**src/rtl/alu_issue_ctrl_if.sv**
```systemverilog
// alu_issue_ctrl_if
// Bundles every signal between the ALU issue stage and its neighbours:
//   - upstream handshake:   in_valid_i, in_ready_o, instr_i, rs_data_i, rt_data_i
//   - ALU operation bus:    alu_src1_o, alu_src2_o, alu_ctrl_o, alu_result_i, alu_zero_i
//   - downstream handshake: out_valid_o, out_ready_i, out_result_o, out_zero_o,
//                           out_ctrl_o, out_illegal_o
// The _i/_o suffixes are from the issue stage's point of view.
// The slave modport is the issue stage itself.
// The master modport is everything around it: register read, the ALU and write-back.
interface alu_issue_ctrl_if;
  logic        in_valid_i;
  logic        in_ready_o;
  logic [31:0] instr_i;
  logic [31:0] rs_data_i;
  logic [31:0] rt_data_i;

  logic [31:0] alu_src1_o;
  logic [31:0] alu_src2_o;
  logic [4:0]  alu_ctrl_o;
  logic [31:0] alu_result_i;
  logic        alu_zero_i;

  logic        out_valid_o;
  logic        out_ready_i;
  logic [31:0] out_result_o;
  logic        out_zero_o;
  logic [4:0]  out_ctrl_o;
  logic        out_illegal_o;

  modport slave (
    input  in_valid_i, instr_i, rs_data_i, rt_data_i,
    output in_ready_o,
    output alu_src1_o, alu_src2_o, alu_ctrl_o,
    input  alu_result_i, alu_zero_i,
    output out_valid_o, out_result_o, out_zero_o, out_ctrl_o, out_illegal_o,
    input  out_ready_i
  );

  modport master (
    output in_valid_i, instr_i, rs_data_i, rt_data_i,
    input  in_ready_o,
    input  alu_src1_o, alu_src2_o, alu_ctrl_o,
    output alu_result_i, alu_zero_i,
    input  out_valid_o, out_result_o, out_zero_o, out_ctrl_o, out_illegal_o,
    output out_ready_i
  );
endinterface

```
**src/rtl/alu_issue_ctrl.sv**
```systemverilog
// alu_issue_ctrl
// Issue/decode stage for the ALU slot.
//
// Operation:
//   - Accepts a MIPS instruction and its register operands.
//   - Decodes them into a 5-bit ALU op code and an operand pair.
//   - Holds the op code and operands on registered outputs for one execute cycle.
//   - Captures the ALU result and zero flag.
//   - Offers the captured values downstream until they are taken.
//
// Ports:
//   clk_i  - clock; all state changes on the rising edge
//   rst_i  - asynchronous, active-low reset
//   bus    - alu_issue_ctrl_if.slave (upstream handshake, ALU bus, downstream handshake)
module alu_issue_ctrl (
  input  logic                clk_i,
  input  logic                rst_i,
  alu_issue_ctrl_if.slave     bus
);

  localparam logic [4:0] OP_NOTH = 5'd0;
  localparam logic [4:0] OP_ADD  = 5'd1;
  localparam logic [4:0] OP_ADDU = 5'd2;
  localparam logic [4:0] OP_SUB  = 5'd3;
  localparam logic [4:0] OP_AND  = 5'd4;
  localparam logic [4:0] OP_OR   = 5'd5;
  localparam logic [4:0] OP_XOR  = 5'd6;
  localparam logic [4:0] OP_NOR  = 5'd7;
  localparam logic [4:0] OP_SMAL = 5'd9;
  localparam logic [4:0] OP_LEFT = 5'd10;
  localparam logic [4:0] OP_RIGH = 5'd11;
  localparam logic [4:0] OP_RS   = 5'd12;
  localparam logic [4:0] OP_EQUA = 5'd13;
  localparam logic [4:0] OP_NEQU = 5'd14;
  localparam logic [4:0] OP_BIG  = 5'd15;
  localparam logic [4:0] OP_JTYP = 5'd16;
  localparam logic [4:0] OP_LUI  = 5'd17;

  typedef enum logic [1:0] {
    IDLE = 2'd0,
    EXEC = 2'd1,
    HOLD = 2'd2
  } state_t;

  state_t state;
  state_t next_state;

  logic        in_ready;
  logic        out_valid;
  logic        accept;
  logic        capture;

  logic [4:0]  dec_ctrl;
  logic [31:0] dec_src1;
  logic [31:0] dec_src2;
  logic        dec_illegal;

  logic [31:0] src1_q;
  logic [31:0] src2_q;
  logic [4:0]  ctrl_q;
  logic        illegal_q;
  logic [31:0] result_q;
  logic        zero_q;
  logic [4:0]  out_ctrl_q;

  logic [5:0]  opcode;
  logic [5:0]  funct;
  logic [4:0]  shamt;
  logic [31:0] imm_sext;
  logic [31:0] imm_zext;

  assign opcode   = bus.instr_i[31:26];
  assign funct    = bus.instr_i[5:0];
  assign shamt    = bus.instr_i[10:6];
  assign imm_sext = {{16{bus.instr_i[15]}}, bus.instr_i[15:0]};
  assign imm_zext = {16'h0000, bus.instr_i[15:0]};

  // Instruction decode.
  // Only field selection and immediate extension happen here; all arithmetic
  // is left to the ALU. Anything unrecognised issues as NOTH with zero
  // operands and raises the illegal flag.
  always_comb begin
    dec_ctrl    = OP_NOTH;
    dec_src1    = 32'h0;
    dec_src2    = 32'h0;
    dec_illegal = 1'b0;
    case (opcode)
      6'h00: begin
        case (funct)
          6'h20: begin dec_ctrl = OP_ADD;  dec_src1 = bus.rs_data_i; dec_src2 = bus.rt_data_i; end
          6'h21: begin dec_ctrl = OP_ADDU; dec_src1 = bus.rs_data_i; dec_src2 = bus.rt_data_i; end
          6'h22: begin dec_ctrl = OP_SUB;  dec_src1 = bus.rs_data_i; dec_src2 = bus.rt_data_i; end
          6'h24: begin dec_ctrl = OP_AND;  dec_src1 = bus.rs_data_i; dec_src2 = bus.rt_data_i; end
          6'h25: begin dec_ctrl = OP_OR;   dec_src1 = bus.rs_data_i; dec_src2 = bus.rt_data_i; end
          6'h26: begin dec_ctrl = OP_XOR;  dec_src1 = bus.rs_data_i; dec_src2 = bus.rt_data_i; end
          6'h27: begin dec_ctrl = OP_NOR;  dec_src1 = bus.rs_data_i; dec_src2 = bus.rt_data_i; end
          6'h2A: begin dec_ctrl = OP_SMAL; dec_src1 = bus.rs_data_i; dec_src2 = bus.rt_data_i; end
          // Shifts operate on rt; the shift amount rides in src2.
          6'h00: begin dec_ctrl = OP_LEFT; dec_src1 = bus.rt_data_i; dec_src2 = {27'h0, shamt}; end
          6'h02: begin dec_ctrl = OP_RIGH; dec_src1 = bus.rt_data_i; dec_src2 = {27'h0, shamt}; end
          6'h08: begin dec_ctrl = OP_RS;   dec_src1 = bus.rs_data_i; end
          default: dec_illegal = 1'b1;
        endcase
      end
      6'h08: begin dec_ctrl = OP_ADD;  dec_src1 = bus.rs_data_i; dec_src2 = imm_sext; end
      6'h09: begin dec_ctrl = OP_ADDU; dec_src1 = bus.rs_data_i; dec_src2 = imm_sext; end
      6'h0A: begin dec_ctrl = OP_SMAL; dec_src1 = bus.rs_data_i; dec_src2 = imm_sext; end
      // Loads and stores use the ALU only to form the address.
      6'h23, 6'h2B: begin dec_ctrl = OP_ADD; dec_src1 = bus.rs_data_i; dec_src2 = imm_sext; end
      6'h0C: begin dec_ctrl = OP_AND;  dec_src1 = bus.rs_data_i; dec_src2 = imm_zext; end
      6'h0D: begin dec_ctrl = OP_OR;   dec_src1 = bus.rs_data_i; dec_src2 = imm_zext; end
      // The ALU moves the immediate into the upper half itself.
      6'h0F: begin dec_ctrl = OP_LUI;  dec_src2 = imm_zext; end
      6'h04: begin dec_ctrl = OP_EQUA; dec_src1 = bus.rs_data_i; dec_src2 = bus.rt_data_i; end
      6'h05: begin dec_ctrl = OP_NEQU; dec_src1 = bus.rs_data_i; dec_src2 = bus.rt_data_i; end
      6'h07: begin dec_ctrl = OP_BIG;  dec_src1 = bus.rs_data_i; end
      6'h02, 6'h03: dec_ctrl = OP_JTYP;
      default: dec_illegal = 1'b1;
    endcase
  end

  // State register.
  // Reset returns to IDLE immediately, which drops any in-flight operation.
  always_ff @(posedge clk_i or negedge rst_i) begin
    if (!rst_i) begin
      state <= IDLE;
    end else begin
      state <= next_state;
    end
  end

  // Next-state and handshake logic.
  // IDLE accepts a new instruction. EXEC always lasts exactly one cycle while
  // the ALU evaluates. HOLD keeps the result on offer until downstream takes it.
  always_comb begin
    next_state = state;
    in_ready   = 1'b0;
    out_valid  = 1'b0;
    accept     = 1'b0;
    capture    = 1'b0;
    case (state)
      IDLE: begin
        in_ready = 1'b1;
        if (bus.in_valid_i) begin
          accept     = 1'b1;
          next_state = EXEC;
        end
      end
      EXEC: begin
        capture    = 1'b1;
        next_state = HOLD;
      end
      HOLD: begin
        out_valid = 1'b1;
        if (bus.out_ready_i) begin
          next_state = IDLE;
        end
      end
      default: next_state = IDLE;
    endcase
  end

  // Issue registers.
  // These load only on acceptance, so the ALU bus holds the last issued
  // operation through HOLD and IDLE.
  always_ff @(posedge clk_i or negedge rst_i) begin
    if (!rst_i) begin
      src1_q    <= 32'h0;
      src2_q    <= 32'h0;
      ctrl_q    <= OP_NOTH;
      illegal_q <= 1'b0;
    end else if (accept) begin
      src1_q    <= dec_src1;
      src2_q    <= dec_src2;
      ctrl_q    <= dec_ctrl;
      illegal_q <= dec_illegal;
    end
  end

  // Result capture at the end of EXEC.
  // For NOTH the ALU leaves its previous output in place, so that output is
  // discarded and zeros are captured instead.
  always_ff @(posedge clk_i or negedge rst_i) begin
    if (!rst_i) begin
      result_q   <= 32'h0;
      zero_q     <= 1'b0;
      out_ctrl_q <= OP_NOTH;
    end else if (capture) begin
      out_ctrl_q <= ctrl_q;
      if (ctrl_q == OP_NOTH) begin
        result_q <= 32'h0;
        zero_q   <= 1'b0;
      end else begin
        result_q <= bus.alu_result_i;
        zero_q   <= bus.alu_zero_i;
      end
    end
  end

  assign bus.in_ready_o    = in_ready;
  assign bus.out_valid_o   = out_valid;
  assign bus.alu_src1_o    = src1_q;
  assign bus.alu_src2_o    = src2_q;
  assign bus.alu_ctrl_o    = ctrl_q;
  assign bus.out_result_o  = result_q;
  assign bus.out_zero_o    = zero_q;
  assign bus.out_ctrl_o    = out_ctrl_q;
  assign bus.out_illegal_o = illegal_q;

endmodule

```
**src/flat_wrapper.sv**
```systemverilog
// flat-port wrapper written by rule: the top's interface ports become plain ports
module alu_issue_ctrl_flat 
  (clk_i, rst_i, bus_in_valid_i, bus_instr_i, bus_rs_data_i, bus_rt_data_i, bus_in_ready_o, bus_alu_src1_o, bus_alu_src2_o, bus_alu_ctrl_o, bus_alu_result_i, bus_alu_zero_i, bus_out_valid_o, bus_out_result_o, bus_out_zero_o, bus_out_ctrl_o, bus_out_illegal_o, bus_out_ready_i);
  alu_issue_ctrl_if bus_i ();
  input  logic clk_i;
  input  logic rst_i;
  input wire logic [$bits(bus_i.in_valid_i)-1:0] bus_in_valid_i;
  input wire logic [$bits(bus_i.instr_i)-1:0] bus_instr_i;
  input wire logic [$bits(bus_i.rs_data_i)-1:0] bus_rs_data_i;
  input wire logic [$bits(bus_i.rt_data_i)-1:0] bus_rt_data_i;
  output wire logic [$bits(bus_i.in_ready_o)-1:0] bus_in_ready_o;
  output wire logic [$bits(bus_i.alu_src1_o)-1:0] bus_alu_src1_o;
  output wire logic [$bits(bus_i.alu_src2_o)-1:0] bus_alu_src2_o;
  output wire logic [$bits(bus_i.alu_ctrl_o)-1:0] bus_alu_ctrl_o;
  input wire logic [$bits(bus_i.alu_result_i)-1:0] bus_alu_result_i;
  input wire logic [$bits(bus_i.alu_zero_i)-1:0] bus_alu_zero_i;
  output wire logic [$bits(bus_i.out_valid_o)-1:0] bus_out_valid_o;
  output wire logic [$bits(bus_i.out_result_o)-1:0] bus_out_result_o;
  output wire logic [$bits(bus_i.out_zero_o)-1:0] bus_out_zero_o;
  output wire logic [$bits(bus_i.out_ctrl_o)-1:0] bus_out_ctrl_o;
  output wire logic [$bits(bus_i.out_illegal_o)-1:0] bus_out_illegal_o;
  input wire logic [$bits(bus_i.out_ready_i)-1:0] bus_out_ready_i;
  assign bus_i.in_valid_i = bus_in_valid_i;
  assign bus_i.instr_i = bus_instr_i;
  assign bus_i.rs_data_i = bus_rs_data_i;
  assign bus_i.rt_data_i = bus_rt_data_i;
  assign bus_in_ready_o = bus_i.in_ready_o;
  assign bus_alu_src1_o = bus_i.alu_src1_o;
  assign bus_alu_src2_o = bus_i.alu_src2_o;
  assign bus_alu_ctrl_o = bus_i.alu_ctrl_o;
  assign bus_i.alu_result_i = bus_alu_result_i;
  assign bus_i.alu_zero_i = bus_alu_zero_i;
  assign bus_out_valid_o = bus_i.out_valid_o;
  assign bus_out_result_o = bus_i.out_result_o;
  assign bus_out_zero_o = bus_i.out_zero_o;
  assign bus_out_ctrl_o = bus_i.out_ctrl_o;
  assign bus_out_illegal_o = bus_i.out_illegal_o;
  assign bus_i.out_ready_i = bus_out_ready_i;
  alu_issue_ctrl u_core (.clk_i(clk_i), .rst_i(rst_i), .bus(bus_i));
endmodule
```
**config.mk**
```make
export PLATFORM = sky130hd
export DESIGN_NAME = alu_issue_ctrl_flat
export DESIGN_NICKNAME = d
export VERILOG_FILES = /design/src/rtl/alu_issue_ctrl_if.sv /design/src/rtl/alu_issue_ctrl.sv /design/src/flat_wrapper.sv
export SDC_FILE = /design/constraint.sdc
export NUM_CORES = 1
export LEC_CHECK = 0
export CAP_MARGIN = 30
export CORE_MARGIN = 2
export CORE_UTILIZATION = 45
export CTS_CLUSTER_DIAMETER = 60
export DETAILED_ROUTE_END_ITERATION = 7
export PLACE_DENSITY = 0.95
export SLEW_MARGIN = 0
export SYNTH_ARGS = -nofsm -noshare
export SYNTH_HDL_FRONTEND = slang
export SYNTH_SLANG_ARGS = --single-unit
```
**constraint.sdc**
```tcl
create_clock -name clk_i -period 4.1 [get_ports clk_i]
set_input_delay 0.82 -clock clk_i [delete_from_list [all_inputs] [get_ports clk_i]]
set_output_delay 0.82 -clock clk_i [all_outputs]
set_load 0.005 [all_outputs]
```
==> results of run 1 <==
logic make-up (layout without fill, tap and decap cells):
| logic type | Yosys count | after routing | share of synthesized area |
|---|---|---|---|
| AO/OA/AOI/OAI | 205 | 205 | 0.288 |
| AND/OR/NAND/NOR | 162 | 162 | 0.133 |
| flip-flops | 110 | 110 | 0.516 |
| buffers and inverters | 55 | 269 | 0.0483 |
| multiplexers | 6 | 6 | 0.0127 |
| XOR/XNOR | 1 | 1 | 0.00164 |
layout make-up:
type | count | area share
clock buffers | 12 | 0.0306
clock inverters | 4 | 0.00280
inverters | 5 | 0.00233
multi-input cells | 374 | 0.294
flip-flops and latches | 110 | 0.342
well taps | 143 | 0.0222
repair buffers | 248 | 0.306
layer usage:
metal	wire, um	GRT usage	part of all wire	vias to the layer above
li1	-	-	-	2422
met1	6770	0.334	0.38	2577
met2	8900	0.474	0.49	308
met3	1790	0.0750	0.099	42
met4	521	0.124	0.029	0
met5	0	0	0	-
through the flow:
stage                     std cells  hold WS (ns)  utilization  area (sq um)  power, uW
final                           896         0.443        0.699          8040       3590
after global routing            896         0.484        0.699          8040       3760
after CTS                       896         0.456        0.699          8040       3610
after detailed placement        880         0.472        0.675          7770       2790
after global placement          879         0.467        0.673          7750       2730
after floorplan                 539         0.477            -          5340       1980
flip-flops by register name, indices dropped and copies added (netlist names):
register and count:
u_core.bus.alu_src1_o 32, u_core.bus.alu_src2_o 32, u_core.bus.out_result_o 32, u_core.bus.alu_ctrl_o 5, u_core.bus.out_ctrl_o 5, u_core.state 2
u_core.bus.out_illegal_o 1, u_core.bus.out_zero_o 1
synthesized netlist by cell type, types with 2 or more instances:
cell type / instances / area, sq um
a22o_1: 34 / 298
nor3_1: 3 / 15.0
a22oi_1: 49 / 368
o21ai_0: 11 / 55.1
nand3b_1: 2 / 15.0
buf_2: 14 / 70.1
o21ai_1: 27 / 135
inv_1: 5 / 18.8
nand4_1: 3 / 18.8
buf_1: 4 / 15.0
o221ai_1: 32 / 280
a221oi_1: 2 / 17.5
nor2b_1: 3 / 18.8
nor2_1: 15 / 56.3
dfrtp_1: 110 / 2750
nand2_1: 113 / 424
a21boi_0: 3 / 22.5
nand3_1: 3 / 15.0
a21o_1: 2 / 15.0
a21oi_1: 23 / 115
mux2_2: 6 / 67.6
a222oi_1: 5 / 50.1
a2111oi_0: 2 / 17.5
clkbuf_1: 27 / 101
nand2b_1: 10 / 62.6
o22ai_1: 2 / 12.5
buf_6: 4 / 45.0
o211ai_1: 3 / 22.5
path summary, 6_finish.rpt:
kind                                     startpoint                     endpoint  slack, ns  cells after the start
setup / recovery                    bus_instr_i[27]    u_core.bus.alu_src1_o[10]       1.12                      6
hold / removal                                rst_i    u_core.bus.alu_src1_o[23]       0.44                      1
setup reg to reg                    u_core.state[0]     u_core.bus.out_illegal_o       1.87                      6
hold reg to reg            u_core.bus.alu_src2_o[5]     u_core.bus.alu_src2_o[5]       0.48                      2
max in group asynchronous                     rst_i  u_core.bus.out_result_o[25]       2.70                      3
min in group clk_i         u_core.bus.alu_src2_o[5]     u_core.bus.alu_src2_o[5]       0.48                      2
critical path: cells and delay by family:
family | cells | cell delay [ns]
buffers and inverters | 2 | 0.98
AND/OR/NAND/NOR | 2 | 0.90
AO/OA/AOI/OAI | 2 | 0.50
power groups by stage:
stage	registers (uW)	clock network [uW]	logic, uW
finish	1470	813	1310
global route	1490	865	1410
CTS	1470	827	1310
detailed placement	1480	0	1300
global placement	1470	0	1260
floorplan	1480	0	501
==> results.yml, run 1 <==
run_status:
  status: "finished with violations"
  failed_checks: "design-rule violations"
synth:
  yosysWarningCount: 0
  syn_area_sq_mm: 0.00534
  syn_inst: 539
  avgSynthCellArea_sq_um: 9.90
  seq_area_frac_synth: 0.516
  synth_flop_cell: "dfrtp_1"
  ys_types: 50
  synth-edff-count: 0
  synthArstFlopShare: 1.00
  syn-num-nets: 672
  ys_ff_latch: 110
worst_setup_path:
  endpoint_kind: "flop"
  cpPeakStageDelay_ns: 0.68
  path_cells: "clkdlybuf4s50_1 -> or4_4 -> nor3_2 -> o2111ai_2 -> buf_4 -> o221ai_1"
  crit_arrival_ns: 3.22
  worstPathRequired_ns: 4.35
  critical_path.startpoint_type: "input pin"
  path_max_fanout: 32
  cp_slowest_cell: "clkdlybuf4s50_1"
  critPathKind: "in -> reg"
drt:
  firstDrtPassIters: 8
  drtIter0Drc: 445
  drc: 19
  wl_um: 18000
  vias_per_cell: 5.97
  wl_per_cell_um: 20.1
  ant_nets: 0
  vias: 5349
job:
  drv_cap: 0
layout:
  fill_cells: 854
  final_net_count: 881
  regArea_sq_mm: 0.00275
  synthToLayoutAreaGrowth_pct: 50.8
  mostFrequentLayoutCells: "clkdlybuf4s50_1, nand2_1, dfrtp_1"
  diodes: 0
  layout_commonest_cell: "clkdlybuf4s50_1"
  post_route_cells_drive_above_1_share: 0.0664
  multi_input_area_sq_mm: 0.00236
placed_design:
  io_buffers: 232
  hpwl_um: 12700
  routabilityCongestion: 0.864
  pre_cts_ws_ns: 0.830
grt:
  antenna_found_initial: 0
  globalRouteOverflowTotal: 0
  grt_pass1_wl_um: 28300
  grt.total_usage: 0.279
  grt_max_degree: 78
  grt_pass1_vias: 5488
die:
  die_w_um: 113
  io_pins: 243
  row_count: 39
  start_util: 0.463
  coreArea_sq_mm: 0.0115
  die_h_um: 113
  die_area_sq_mm: 0.0127
power_and_ir_drop:
  p_sw_frac: 0.307
  p_seq_frac: 0.408
  pwr-share-comb: 0.365
  power.share.clock: 0.227
  p_leak_uw: 0.00324
  intPower_uw: 2490
  p_switching_uw: 1100
  ir_drop_mv: 0.176
  p_per_area_mw_per_mm2: 446
clock_tree:
  clockBufferDepth: 2
  ctsHtreeMaxLevel: 3
  cts_buffers: 9
  cts_sinks: 110
  clk_latency_ns: 0.35
  clkTransAtPathRegs_ns: 0.07
  post_cts_buffers: 0
  post_cts_resized: 0
  cts_tree: "built"
  cts_hold_buf: 0
  cts_root_buffer: "clkbuf_16"
sta:
  period_minus_slack_ns: 2.98
  slew-limit-headroom: 0.337
  clock_skew_ns: 0.00855
  setup_ws_ns: 1.12
  finalSetupViolCount: 0
  finalSetupTns_ns: 0
  rsz0062_at_grt: "false"
  slew_viol_final: 0
  max_freq_ghz: 0.336
  hold_viol: 0
  fin_crit_sh: 0.726
  worstMarginPinSlew_ns: 0.990
worst_hold_path:
  min_path_type: "in -> async"
(Power assumes the default switching activity.)
==> inputs of run 2 (changes only) <==
- CORE_UTILIZATION: 45 -> 42
- PLACE_DENSITY: 0.95 -> 0.93
- clock period: 4.1 -> 3 ns (I/O delays scaled with it)
==> run 2 against run 1 <==
  * Clock-buffer cell count down 2
  * Flip-flop and latch count unchanged
  * Sequential power up 35%
  * The run now ends clean
  * Largest cell class unchanged
  * Final cell count up 4.0%
  * Highest routed layer unchanged
  * Clock power up 41%
  * Worst hold slack worse by 0.21 ns
  * Global-route usage down 2.4 points
  * Core utilization down 4.3 points
  * Via count about the same
  * Largest power group unchanged
  * Routed wire length down 1.5%
  * Design area up 2.0%
==> results.yml, run 2 (same netlist as run 1, synthesis figures left out) <==
worst_setup_path:
  crit_arrival_ns: 2.69
  path_cells: "clkdlybuf4s50_1 -> or3_1 -> a21oi_1 -> o2111ai_4 -> buf_4 -> o221ai_1"
  critical_path.startpoint_type: "input pin"
  endpoint_kind: "flop"
  critPathKind: "in -> reg"
  worstPathRequired_ns: 3.25
  worst_path_dominant_cell_family: "buffers and inverters"
  r2r_cells: 5
  cpPeakStageDelay_ns: 0.59
  reg2reg_from: "u_core.state[0]"
  ff2ff_setup_slack_ns: 1.10
  r2r_end: "u_core.bus.alu_src1_o[7]"
  cp_num_buf_inv: 2
  cp_slowest_cell: "clkdlybuf4s50_1"
  path_max_fanout: 32
clock_tree:
  clkTransAtPathRegs_ns: 0.08
  cts_buffers: 9
  ctsHtreeMaxLevel: 3
  cts_root_buffer: "clkbuf_16"
  clockBufferDepth: 2
  clk_latency_ns: 0.34
  post_cts_buffers: 0
  post_cts_resized: 0
  cts_hold_buf: 0
  cts_sinks: 110
  cts_tree: "built"
power_and_ir_drop:
  power.share.clock: 0.232
  ir_drop_mv: 0.264
  p_switching_uw: 1520
  p_sw_frac: 0.307
  intPower_uw: 3430
  finalPower_uw: 4940
  p_per_area_mw_per_mm2: 603
  p_leak_uw: 0.00331
  p_seq_frac: 0.403
  pwr-share-comb: 0.365
grt:
  globalRouteOverflowTotal: 0
  grt_pass1_wl_um: 26900
  grt_pass1_vias: 5084
  grt_use_met3: 0.0638
  grt_max_degree: 70
  antenna_found_initial: 0
  grt_use_met1: 0.312
  busiest_layer: "met2"
  grtUsageMet2: 0.427
  grt.total_usage: 0.255
placed_design:
  io_buffers: 232
  dpl_cell_area_sq_mm: 0.00792
  pre_cts_ws_ns: 0.251
  routabilityCongestion: 0.932
  hpwl_um: 12800
sta:
  setup_ws_ns: 0.561
  clock_skew_ns: 0.00629
  finalSetupTns_ns: 0
  slew_viol_final: 0
  slew-limit-headroom: 0.496
  finalSetupViolCount: 0
  hold_viol: 0
  max_freq_ghz: 0.410
  fin_crit_sh: 0.813
  worstMarginPinSlew_ns: 0.757
  rsz0062_at_grt: "false"
  period_minus_slack_ns: 2.44
die:
  die_w_um: 117
  row_count: 41
  io_pins: 243
  die_area_sq_mm: 0.0136
  start_util: 0.426
  coreArea_sq_mm: 0.0125
  die_h_um: 117
layout:
  layout_commonest_cell: "clkdlybuf4s50_1"
  diodes: 0
  synthToLayoutAreaGrowth_pct: 53.8
  final_net_count: 888
  fin_area_sq_mm: 0.00820
  post_route_cells_drive_above_1_share: 0.0776
  mostFrequentLayoutCells: "clkdlybuf4s50_1, nand2_1, dfrtp_1"
drt:
  wl_um: 17700
  vias_per_cell: 5.73
  drtIter0Drc: 476
  vias: 5345
  ant_nets: 0
  firstDrtPassIters: 5
  wl_per_cell_um: 19.0
  drc: 0
worst_hold_path:
  min_path_type: "in -> async"
job:
  drv_cap: 0
run_status:
  status: "complete, no violations"
-- run 2: area by class of cell --
class	instances	area, sq um
Sequential cell	110	2750
Inverter	5	18.8
Clock inverter	6	43.8
Multi-Input combinational cell	374	2380
Timing Repair Buffer	255	2550
Clock buffer	10	239
Tap cell	172	215
Fill cell	997	4310
-- run 2: layer usage --
layer	up-vias	share of wire
met4	0	0.031
met3	38	0.095
met1	2560	0.38
met5	-	0
met2	309	0.49
li1	2438	-
-- run 2: power groups by stage --
stage               logic, uW  clock network [uW]  registers, uW
global placement         1760                   0           2000
global route             1960                1230           2030
floorplan                 684                   0           2030
detailed placement       1800                   0           2020
finish                   1800                1150           1990
CTS                      1810                1180           2000
-- run 2: per-stage QoR --
stage | util | hold WS, ns | cells
2_1_floorplan | - | 0.304 | 539
6_report | 0.655 | 0.231 | 932
3_5_place_dp | 0.633 | 0.469 | 916
3_3_place_gp | 0.633 | 0.466 | 916
4_1_cts | 0.655 | 0.247 | 932
5_1_grt | 0.655 | 0.264 | 932
-- run 2: worst max path at each step --
stage | startpoint | end | slack, ns | cells after the start
floorplan | bus_instr_i[27] | u_core.bus.alu_src2_o[12] | 0.87 | 6
global placement | bus_instr_i[5] | u_core.bus.alu_src1_o[6] | 0.32 | 6
detailed placement | bus_instr_i[5] | u_core.bus.alu_src1_o[7] | 0.25 | 6
CTS | bus_instr_i[5] | u_core.bus.alu_src1_o[7] | 0.60 | 6
global route | bus_instr_i[31] | u_core.bus.alu_src2_o[14] | 0.48 | 8
finish | bus_instr_i[5] | u_core.bus.alu_src1_o[7] | 0.56 | 6
==> inputs of run 3 (changes only) <==
- CORE_UTILIZATION: 42 -> 38
- PLACE_DENSITY: 0.93 -> 0.89
- clock period: 3 -> 2 ns (I/O delays scaled with it)
==> run 3 against run 2 <==
  * Sequential share of layout area is 1.7 points lower
  * Final cell count up 4.7%
  * Via count is 3.1% higher
  * Clock-buffer cell count increased by 1
  * Critical endpoint is now u_core.bus.alu_src2_o[16]
  * Largest cell class is now non-clock buffers
==> results.yml, run 3 (same netlist as run 1, synthesis figures left out) <==
drt:
  vias: 5509
  ant_nets: 0
  drtIter0Drc: 375
  vias_per_cell: 5.64
  wl_um: 18700
  firstDrtPassIters: 6
  drc: 0
  wl_per_cell_um: 19.2
grt:
  grt_pass1_wl_um: 28600
  grt_max_degree: 46
  grt.total_usage: 0.245
  grtUsageMet2: 0.415
  grt_pass1_vias: 5457
  grt_use_met3: 0.0678
  grt_use_met1: 0.292
  busiest_layer: "met2"
  antenna_found_initial: 1
  globalRouteOverflowTotal: 0
layout:
  regArea_sq_mm: 0.00275
  mostFrequentLayoutCells: "clkdlybuf4s50_1, nand2_1, dfrtp_1"
  synthToLayoutAreaGrowth_pct: 62.0
  post-route-util: 0.628
  layout_commonest_cell: "clkdlybuf4s50_1"
  final_cells: 976
  post_route_cells_drive_above_1_share: 0.130
  multi_input_area_sq_mm: 0.00244
  fill_cells: 1122
  final_net_count: 923
clock_tree:
  clkTransAtPathRegs_ns: 0.07
  cts_hold_buf: 0
  cts_sinks: 110
  clk_latency_ns: 0.35
  clockBufferDepth: 2
  cts_buffers: 9
  ctsHtreeMaxLevel: 3
  cts_tree: "built"
  cts_root_buffer: "clkbuf_16"
die:
  row_count: 43
  die_w_um: 122
  die_area_sq_mm: 0.0150
  start_util: 0.387
  coreArea_sq_mm: 0.0138
  io_pins: 243
  die_h_um: 122
placed_design:
  routabilityCongestion: 0.893
  hpwl_um: 13200
  pre_cts_ws_ns: -0.444
  placed_cells: 954
  io_buffers: 232
job:
  drv_cap: 0
power_and_ir_drop:
  ir_drop_mv: 0.388
  p_per_area_mw_per_mm2: 875
  p_leak_uw: 0.00354
sta:
  finalSetupTns_ns: 0
  slew-limit-headroom: 0.638
  worstMarginPinSlew_ns: 0.543
  clock_skew_ns: 0.0138
  finalSetupViolCount: 0
  hold_viol: 0
  fin_crit_sh: 0.956
  slew_viol_final: 0
  setup_ws_ns: 0.0879
  max_freq_ghz: 0.523
  period_minus_slack_ns: 1.91
worst_setup_path:
  critPathLaunch: "bus_instr_i[28]"
  endpoint_kind: "flop"
  path_max_fanout: 19
  crit_arrival_ns: 2.13
  worstPathRequired_ns: 2.22
  critical_path.startpoint_type: "input pin"
  critPathKind: "in -> reg"
  reg2reg_from: "u_core.state[0]"
worst_hold_path:
  min_path_type: "in -> async"
run_status:
  status: "complete, no violations"
run 3: changes by cell type in the layout (fill, tap and decap cells not counted), sizes merged, moves of 2 or more:
cell	change
buf	+35
clkdlybuf4s50	-9
clkinv	-4
dlygate4sd2	+5
dlymetal6s2s	+4
clkinvlp	+4
inv	-2
run 3: critical path, stage by stage:
cell and delay, ns:
clkdlybuf4s50_1 0.48, buf_4 0.20, nor2_1 0.20, nor3_1 0.09, a221oi_2 0.21, nand2b_1 0.22
buf_6 0.22, o21ai_1 0.10
run 3: layout make-up:
class                      instances  area share
clock buffer                      11      0.0269
tap                              180      0.0261
inverter                           5     0.00217
clock inverter                     5     0.00695
timing repair buffer             290       0.337
sequential                       110       0.318
multi-input combinational        374       0.282
antenna                            1    0.000289
run 3: per-layer routing:
| layer | routed length [um] | vias to the layer above | share of wire |
|---|---|---|---|
| li1 | - | 2514 | - |
| met1 | 7210 | 2635 | 0.39 |
| met2 | 9080 | 311 | 0.49 |
| met3 | 1750 | 49 | 0.093 |
| met4 | 654 | 0 | 0.035 |
| met5 | 0 | - | 0 |
run 3: worst paths after layout:
kind                                                   end  slack, ns  cells past startpoint
worst max-delay path             u_core.bus.alu_src2_o[16]       0.09                      8
worst min-delay path            u_core.bus.out_result_o[9]       0.05                      1
worst max register to register    u_core.bus.alu_src2_o[1]       0.25                      6
worst min register to register   u_core.bus.alu_src2_o[20]       0.48                      2
max in group asynchronous         u_core.bus.alu_src2_o[1]       1.26                      2
min in group clk_i               u_core.bus.alu_src2_o[20]       0.48                      2
run 3: metrics by stage:
stage	total power [uW]	area [sq um]	hold slack [ns]
5_1_grt	7990	8640	0.0758
6_report	7570	8640	0.0450
3_5_place_dp	5820	8180	0.421
2_1_floorplan	4060	5340	0.104
3_3_place_gp	5740	8180	0.421
4_1_cts	7640	8580	0.0500
run 3: where the power goes:
| part | switching, uW | internal, uW | total [uW] | leakage (uW) |
|---|---|---|---|---|
| Combinational | 1170 | 1630 | 2800 | 0.00191 |
| Sequential | 285 | 2710 | 2990 | 0.00150 |
| Clock | 802 | 973 | 1770 | 0.000128 |
run 3: what timing repair did:
item,CTS,global route
gates resized for setup,17,16
pin swaps,4,6
endpoints found under the hold margin,0,0
endpoints found under the setup margin,50,64
cloned,3,0
buffers inserted,2,0
